==> src/rtl/gray_pkg.sv <==
// gray_pkg: shared Gray-code helpers and defaults for gray_counter and gray_step_chk
package gray_pkg;

    localparam int GRAY_SIZE_DEFAULT = 4;
    // Widest count the helpers handle; callers zero-extend into it and truncate the result back
    localparam int GRAY_MAX_W = 64;
    localparam int GRAY_PC_W = $clog2(GRAY_MAX_W + 1);

    // Zero-extended input keeps the top Gray bit equal to the top binary bit at any narrower width
    function automatic logic [GRAY_MAX_W-1:0] bin2gray(input logic [GRAY_MAX_W-1:0] bin);
        return bin ^ (bin >> 1);
    endfunction

    function automatic logic [GRAY_PC_W-1:0] popcount(input logic [GRAY_MAX_W-1:0] val);
        logic [GRAY_PC_W-1:0] cnt;
        cnt = '0;
        for (int i = 0; i < GRAY_MAX_W; i++) cnt = cnt + GRAY_PC_W'(val[i]);
        return cnt;
    endfunction

endpackage

==> src/rtl/gray_step_chk.sv <==
// gray_step_chk: flags any count step whose Gray output changed by other than exactly one bit
module gray_step_chk
    import gray_pkg::*;
#(
    parameter int SIZE = GRAY_SIZE_DEFAULT
) (
    input  logic            clk,
    input  logic            rst_n,
    input  logic [SIZE-1:0] gray,
    input  logic            step,
    output logic            err
);

    logic [SIZE-1:0] prev;
    logic            stepped;

    // Remember the code before each update and whether that update was a count step; errors stick until reset
    always_ff @(posedge clk) begin
        if (!rst_n) begin
            prev    <= '0;
            stepped <= 1'b0;
            err     <= 1'b0;
        end else begin
            prev    <= gray;
            stepped <= step;
            if (stepped && popcount(GRAY_MAX_W'(gray ^ prev)) != GRAY_PC_W'(1)) err <= 1'b1;
        end
    end

endmodule

==> src/rtl/gray_counter.sv <==
// gray_counter: binary up/down counter with registered Gray, binary, wrap and valid outputs; GRAY_CNT_CHK_EN adds the Err_o step checker
module gray_counter
    import gray_pkg::*;
#(
    parameter int SIZE = GRAY_SIZE_DEFAULT
) (
    input  logic            Clk_i,
    input  logic            Rst_n_i,
    input  logic            En_i,
    input  logic            Dir_i,
    input  logic            Load_i,
    input  logic [SIZE-1:0] LoadBin_i,
    output logic [SIZE-1:0] Gray_o,
    output logic [SIZE-1:0] Bin_o,
    output logic            Wrap_o,
    output logic            Valid_o
`ifdef GRAY_CNT_CHK_EN
    ,
    output logic            Err_o
`endif
);

    logic [SIZE-1:0] step_bin;
    logic [SIZE-1:0] next_bin;
    logic [SIZE-1:0] gray_next;
    logic            cnt_step;
    logic            upd;
    logic            wrap_next;

    // Next count and its Gray code are computed here so Gray_o itself is a bare flop
    always_comb begin
        step_bin  = Dir_i ? Bin_o + SIZE'(1) : Bin_o - SIZE'(1);
        cnt_step  = En_i && !Load_i;
        upd       = Load_i || En_i;
        next_bin  = Load_i ? LoadBin_i : step_bin;
        wrap_next = cnt_step && (Dir_i ? &Bin_o : ~|Bin_o);
        gray_next = SIZE'(bin2gray(GRAY_MAX_W'(next_bin)));
    end

    // Binary and Gray registers update together; pulses clear on any non-updating cycle
    always_ff @(posedge Clk_i) begin
        if (!Rst_n_i) begin
            Bin_o   <= '0;
            Gray_o  <= '0;
            Wrap_o  <= 1'b0;
            Valid_o <= 1'b0;
        end else if (upd) begin
            Bin_o   <= next_bin;
            Gray_o  <= gray_next;
            Wrap_o  <= wrap_next;
            Valid_o <= 1'b1;
        end else begin
            Wrap_o  <= 1'b0;
            Valid_o <= 1'b0;
        end
    end

`ifdef GRAY_CNT_CHK_EN
    gray_step_chk #(.SIZE(SIZE)) u_chk (
        .clk   (Clk_i),
        .rst_n (Rst_n_i),
        .gray  (Gray_o),
        .step  (cnt_step),
        .err   (Err_o)
    );
`endif

endmodule

==> config.mk <==
export PLATFORM = sky130hd
export DESIGN_NAME = gray_counter
export DESIGN_NICKNAME = d
export VERILOG_FILES = /design/src/rtl/gray_pkg.sv /design/src/rtl/gray_step_chk.sv /design/src/rtl/gray_counter.sv
export SDC_FILE = /design/constraint.sdc
export NUM_CORES = 1
export LEC_CHECK = 0
export CAP_MARGIN = 20
export CORE_AREA = 2 2 39 41
export DETAILED_ROUTE_END_ITERATION = 8
export DIE_AREA = 0 0 41 43
export HOLD_SLACK_MARGIN = 0.03
export PLACE_DENSITY = 0.81
export SLEW_MARGIN = 20
export SYNTH_ARGS = -nofsm -noshare
export SYNTH_HDL_FRONTEND = slang
export SYNTH_SLANG_ARGS = --single-unit
==> constraint.sdc <==
create_clock -name Clk_i -period 5.3 [get_ports Clk_i]
set_clock_uncertainty 0.05 [all_clocks]
set_input_delay 0.795 -clock Clk_i [delete_from_list [all_inputs] [get_ports Clk_i]]
set_output_delay 0.795 -clock Clk_i [all_outputs]
set_load 0.05 [all_outputs]
==> reports/metrics.cfg <==
[final_layout]
diodes=0
multi_input_area_um2=352
syn_to_final_growth_pct=35.8
fillCellCount=137
finalNetCount=99
layout.area.seq_um2=180
drive_gt1_share_pct=6.98
layout_commonest_cell=clkdlybuf4s50_1
instances_no_fill=102
final_cell_mix=clkdlybuf4s50_1 (18), dfxtp_1 (9), a21oi_1 (6)

[clocking]
cts_hold_buffers=0
cts_resized=0
clock_path_buffers=2
clk_pin_slew_worst_paths_ps=60
cts.sinks=9
post_cts_buffers=0
cts_max_level=1
clk_latency_ps=260
cts-root-buf=clkbuf_4
cts_tree=done
cts-buffers-inserted=3

[yosys]
yosysWarnings=0
synthFlopType=dfxtp_1
synthTopCellsByArea=dfxtp_1 (32%), xor2_1 (6.2%), a21oi_1 (5.3%)
synthArstFlopShare_pct=0
ys_ff_latch=9
yosysTopAreaCellShare_pct=31.6
syn-num-nets=80
syn_area_um2=569
yosys.area.top_type=dfxtp_1
synthDistinctLibCells=27
yosysSeqAreaShare_pct=31.6
postSynthAreaPerCell_um2=8.37
synthCells=68
synth_edf_count=0

[global_routing]
grt.met3_usage_pct=4.71
met2_usage_pct=27.2
grt_max_degree=14
grt.overflow.total=0
busiest_layer=met2
track_usage_pct=17.7
grt_pass1_wl_mm=2.09
grt_pass1_vias=488
antenna_found_initial=0
met1_usage_pct=21.0

[critical_path]
crit_required_ps=5460
cpPeakStageDelay_ps=540
rrSetupSlack_ps=3480
crit_path_end_kind=flip-flop
crit_fanout=4
r2r_start=Bin_o[0]$_SDFFE_PN0N_
start_kind=primary input
crit_start=Dir_i
worstPathCellList=clkdlybuf4s50_1 > inv_1 > ha_1 > a21oi_1 > a211oi_1 > nor3b_2 > o31a_2
crit_type=primary input to flip-flop
crit_family=buffers and inverters
cpMaxStageDelayCell=clkdlybuf4s50_1
worstPathArrival_ps=2660
worst-path-buf-inv=2

[floorplanning]
io_pins=19
core_area_um2=1380
die_x_um=41
rows=14
fp.dieArea_um2=1760
initial_core_util_pct=41.1
die_height_um=43

[sta]
final.setup.tns_ps=0
final.setup.worst_slack_ps=2800
final_hold_viol_count=0
period_minus_slack_ps=2500
tightest_slew_ps=510
final_max_slew_viol_count=0
maxSlewHeadroom_pct=65.9
max_clock_freq_mhz=400
min_period_over_period_pct=47.1
rsz0062_at_grt=no
setup_viol=0

[placement]
dp_cells=98
pre_cts_ws_ps=2570
portBuffers=18
gp_congestion=0.769
dp_hpwl_um=981

[route]
ant_nets=0
routedWlPerCell_um=12.5
drt_iter0_drc=12
route.detailed.drc=0
via_per_inst=5.36
num_vias=547
first_pass_iters=4
routed_wl_mm=1.28

[power]
p_clk_share_pct=24.6
sequentialPowerShare_pct=36.4
pwr-share-comb_pct=39.0
switching_share_pct=37.1
peakVddDrop_mv=0.129
internal_power_uw=137
power.switching_uw=80.9
leakagePower_nw=0.315
powerDensity_nw_per_um2=282

[worst_hold_path]
hp-start=Gray_o[1]$_SDFFE_PN0N_
hp-class=flip-flop to flip-flop

[job]
maxCapViolCount=0

[status]
outcome=completed

## Yosys cell counts, types with 2 or more instances
| cell type | instances |
|---|---|
| nand2_1 | 5 |
| buf_2 | 2 |
| xnor2_1 | 3 |
| ha_1 | 2 |
| xor2_1 | 4 |
| o211a_1 | 2 |
| o21ai_0 | 4 |
| nor2b_1 | 4 |
| dfxtp_1 | 9 |
| nand4_1 | 2 |
| a21oi_1 | 6 |
| nor3_1 | 2 |
| inv_1 | 4 |
| a211oi_1 | 2 |
| nor2_1 | 4 |
| nand3_1 | 2 |
## worst reg2reg max path, cell delays in order, from the launching register on
cell and delay (ps):
dfxtp_1 470, inv_1 100, fa_1 410, xor2_1 190, o21ai_0 290, nor2_1 70, o2bb2ai_1 130
## metrics by stage
| stage | total power, mW | hold slack [ps] | area, µm² | util [%] |
|---|---|---|---|---|
| floorplan | 0.140 | 710 | 569 | - |
| global placement | 0.164 | 491 | 747 | 54.0 |
| detailed placement | 0.166 | 507 | 747 | 54.0 |
| CTS | 0.220 | 517 | 773 | 55.9 |
| global route | 0.232 | 551 | 773 | 55.9 |
| finish | 0.218 | 510 | 773 | 55.9 |
## kinds of logic (layout without fill, tap and decap cells)
kind of cell | after synthesis | count (layout) | synth area share [%]
simple gates | 23 | 23 | 21.8
compound gates | 17 | 17 | 19.6
flops | 9 | 9 | 31.6
buf+inv | 8 | 26 | 6.59
xor+xnor | 7 | 7 | 10.8
fa+ha+maj | 3 | 3 | 7.91
mux | 1 | 1 | 1.76
## power by group through the flow
stage                     Sequential, mW  Clock [mW]  Combinational, mW
final                             0.0795      0.0537             0.0850
after global routing              0.0804      0.0599             0.0918
after CTS                         0.0796      0.0556             0.0852
after detailed placement          0.0811           0             0.0850
after global placement            0.0809           0             0.0831
after floorplan                    0.101           0             0.0390
## sequential cells by signal (all words and copies together), names as in the netlist
| signal | count |
|---|---|
| Gray_o | 4 |
| Valid_o | 1 |
| Bin_o | 3 |
| Wrap_o | 1 |
## final timing paths
path	end	cells after the start
setup / recovery	Gray_o[3]$_SDFFE_PN0N_	7
hold / removal	Gray_o[1]$_SDFFE_PN0N_	2
setup reg to reg	Gray_o[2]$_SDFFE_PN0N_	6
hold reg to reg	Gray_o[1]$_SDFFE_PN0N_	2
## per-layer routing
layer	wire length (µm)	up-vias
li1	-	271
met1	521	250
met2	655	22
met3	71	4
met4	27	0
met5	0	-
## cell type report
cell class              instances  share of cell area [%]
clock buffers                   4                    3.40
flip-flops and latches          9                    23.3
well taps                      16                    2.59
inverters                       4                    1.94
repair buffers                 18                    23.3
multi-input cells              51                    45.5
Note: power is estimated with default switching activity, not from simulation.
==> patch, RTL diff (same settings) <==
Register the inputs `En_i`, `Dir_i`, `Load_i` and `LoadBin_i` before use, without a reset. The logic sees them one clock later.
--- a/src/rtl/gray_counter.sv
+++ b/src/rtl/gray_counter.sv
@@ -22,2 +22,14 @@
 
+    logic En_q;
+    logic Dir_q;
+    logic Load_q;
+    logic [SIZE-1:0] LoadBin_q;
+
+    always_ff @(posedge Clk_i) begin
+        En_q      <= En_i;
+        Dir_q     <= Dir_i;
+        Load_q    <= Load_i;
+        LoadBin_q <= LoadBin_i;
+    end
+
     logic [SIZE-1:0] step_bin;
@@ -31,7 +43,7 @@
     always_comb begin
-        step_bin  = Dir_i ? Bin_o + SIZE'(1) : Bin_o - SIZE'(1);
-        cnt_step  = En_i && !Load_i;
-        upd       = Load_i || En_i;
-        next_bin  = Load_i ? LoadBin_i : step_bin;
-        wrap_next = cnt_step && (Dir_i ? &Bin_o : ~|Bin_o);
+        step_bin  = Dir_q ? Bin_o + SIZE'(1) : Bin_o - SIZE'(1);
+        cnt_step  = En_q && !Load_q;
+        upd       = Load_q || En_q;
+        next_bin  = Load_q ? LoadBin_q : step_bin;
+        wrap_next = cnt_step && (Dir_q ? &Bin_o : ~|Bin_o);
         gray_next = SIZE'(bin2gray(GRAY_MAX_W'(next_bin)));
Check against the original RTL: not equivalent (Yosys sat finds a counterexample within 4 cycles, from zero or initial values and one cycle with Rst_n_i low).
==> patch against the unedited design <==
Power grew 29%; setup slack gained 0.061 ns; cell count grew 0.98%; synthesized cell count grew 2.9%; largest cell class unchanged; non-clock buffer count is the same; via count shrank 4.8%; critical path depth shrank 6; area after synthesis grew 20%; critical endpoint is now Bin_o[0]; routed wire length shrank 10%; utilization grew 8.0 points; cell area grew 14%; sequential cell count grew 7.
==> patch: results (changes against the unedited design) <==
.. list-table::
   :header-rows: 1

   * - Metric
     - Value
   * - Outcome
     - completed
   * - Wirelength per Cell
     - 11.11 um (-11%)
   * - Placed wire-length estimate after detailed placement
     - 909.4 um (-7.3%)
   * - Count of cell types in the netlist
     - 30 (+11%)
   * - DR vias/cell
     - 5.058 (-5.7%)
   * - Number of nets in the layout
     - 101 (+2.0%)
   * - Layout cell share with drive strength beyond 1
     - 6.897% (-0.080 points)
   * - Worst-case setup slack after placement
     - 3.169 ns (+0.5999 ns)
   * - Arrival time at the worst endpoint
     - 1.59 ns (-1.07 ns)
   * - Transition time of the tightest slew-check pin
     - 0.5003 ns (-0.01021 ns)
   * - Crit-path max cell delay
     - 0.85 ns (+0.31 ns)
   * - Max IR drop VDD
     - 0.1638 mV (+27%)
   * - Commonest cells in the netlist
     - sky130_fd_sc_hd__dfxtp_1 (16), sky130_fd_sc_hd__nand2_1 (7), sky130_fd_sc_hd__and2_1 (4), sky130_fd_sc_hd__inv_1 (4), sky130_fd_sc_hd__xnor2_1 (4)
   * - Cell area after placement
     - 862.1 um^2 (+15%)
   * - Via count of the first global-routing pass
     - 486 (-0.41%)
   * - Detailed-router iteration count before antenna repair
     - 2 (-2)
   * - Leakage
     - 0.3672 nW (+16%)
   * - Met2 usage
     - 25.31% (-1.9 points)
   * - Sequential fraction of the synthesis area
     - 46.72% (+15 points)
   * - M1 WL
     - 506 um (-2.9%)
   * - Maximum number of pins on one net before global-route repair
     - 12 (-2)
   * - Clock transition at the registers of the reported paths
     - 0.08 ns (+0.02 ns)
   * - Launch point of the worst path
     - Bin_o[0]
   * - Slack of the worst reg-to-reg path
     - 3.46 ns (-0.02 ns)
   * - Post-Syn Nets
     - 82 (+2.5%)
   * - Fill cell instance count of the final layout
     - 123 (-10%)
   * - Clock Latency Late Sink
     - 0.28 ns (+0.02 ns)
   * - Drt first-iter violations
     - 2 (-10)
   * - Synth top area cells
     - sky130_fd_sc_hd__dfxtp_1 (47%), sky130_fd_sc_hd__xnor2_1 (5.1%), sky130_fd_sc_hd__nand2_1 (3.8%)
   * - End of the critical path
     - Bin_o[0]
   * - Largest registers
     - Gray_o (4), LoadBin_q (4), Bin_o (3)
   * - Final GP Congestion
     - 0.7303 (-5.0%)
   * - Reg-to-Reg End
     - Gray_o[1]
   * - GRT Util Overall
     - 17.16% (-0.53 points)
   * - Met1 track demand over resource
     - 20.33% (-0.63 points)
   * - Count of mapped cells out of synthesis
     - 70 (+2.9%)
   * - Maximum net fanout on the critical path
     - 7 (+3)
patch: cell count changes after synthesis, sizes merged, moves of 2 or more:
cell	change
and2	+4
nand2	+2
a21oi	-3
dfxtp	+7
nor2b	-3
nor2	-2
nor3	-2
xor2	-2
a211oi	-2
patch: cells by family after synthesis:
kind of cell	synth area share [%]
and+or+nand+nor	15.52
DFF	46.72
AOI/OAI and AO/OA	16.42
buffers and inverters	5.654
xor gates and xnor gates	7.664
adders and majority gates	6.569
muxes	1.460
patch: layout make-up:
cell class                 count  area (um^2)  area share (%)
clock buffer                   3        22.52           2.546
inverter                       4        15.01           1.697
multi-input combinational     46        326.6           36.92
sequential                    16        320.3           36.21
tap                           16        20.02           2.263
timing repair buffer          18        180.2           20.37
patch: power by group:
| part | switching (mW) | internal, mW | total, mW |
|---|---|---|---|
| Sequential | 0.00888 | 0.130 | 0.139 |
| Combinational | 0.0468 | 0.0350 | 0.0819 |
| Clock | 0.0347 | 0.0264 | 0.0610 |
| Total | 0.0904 | 0.191 | 0.282 |
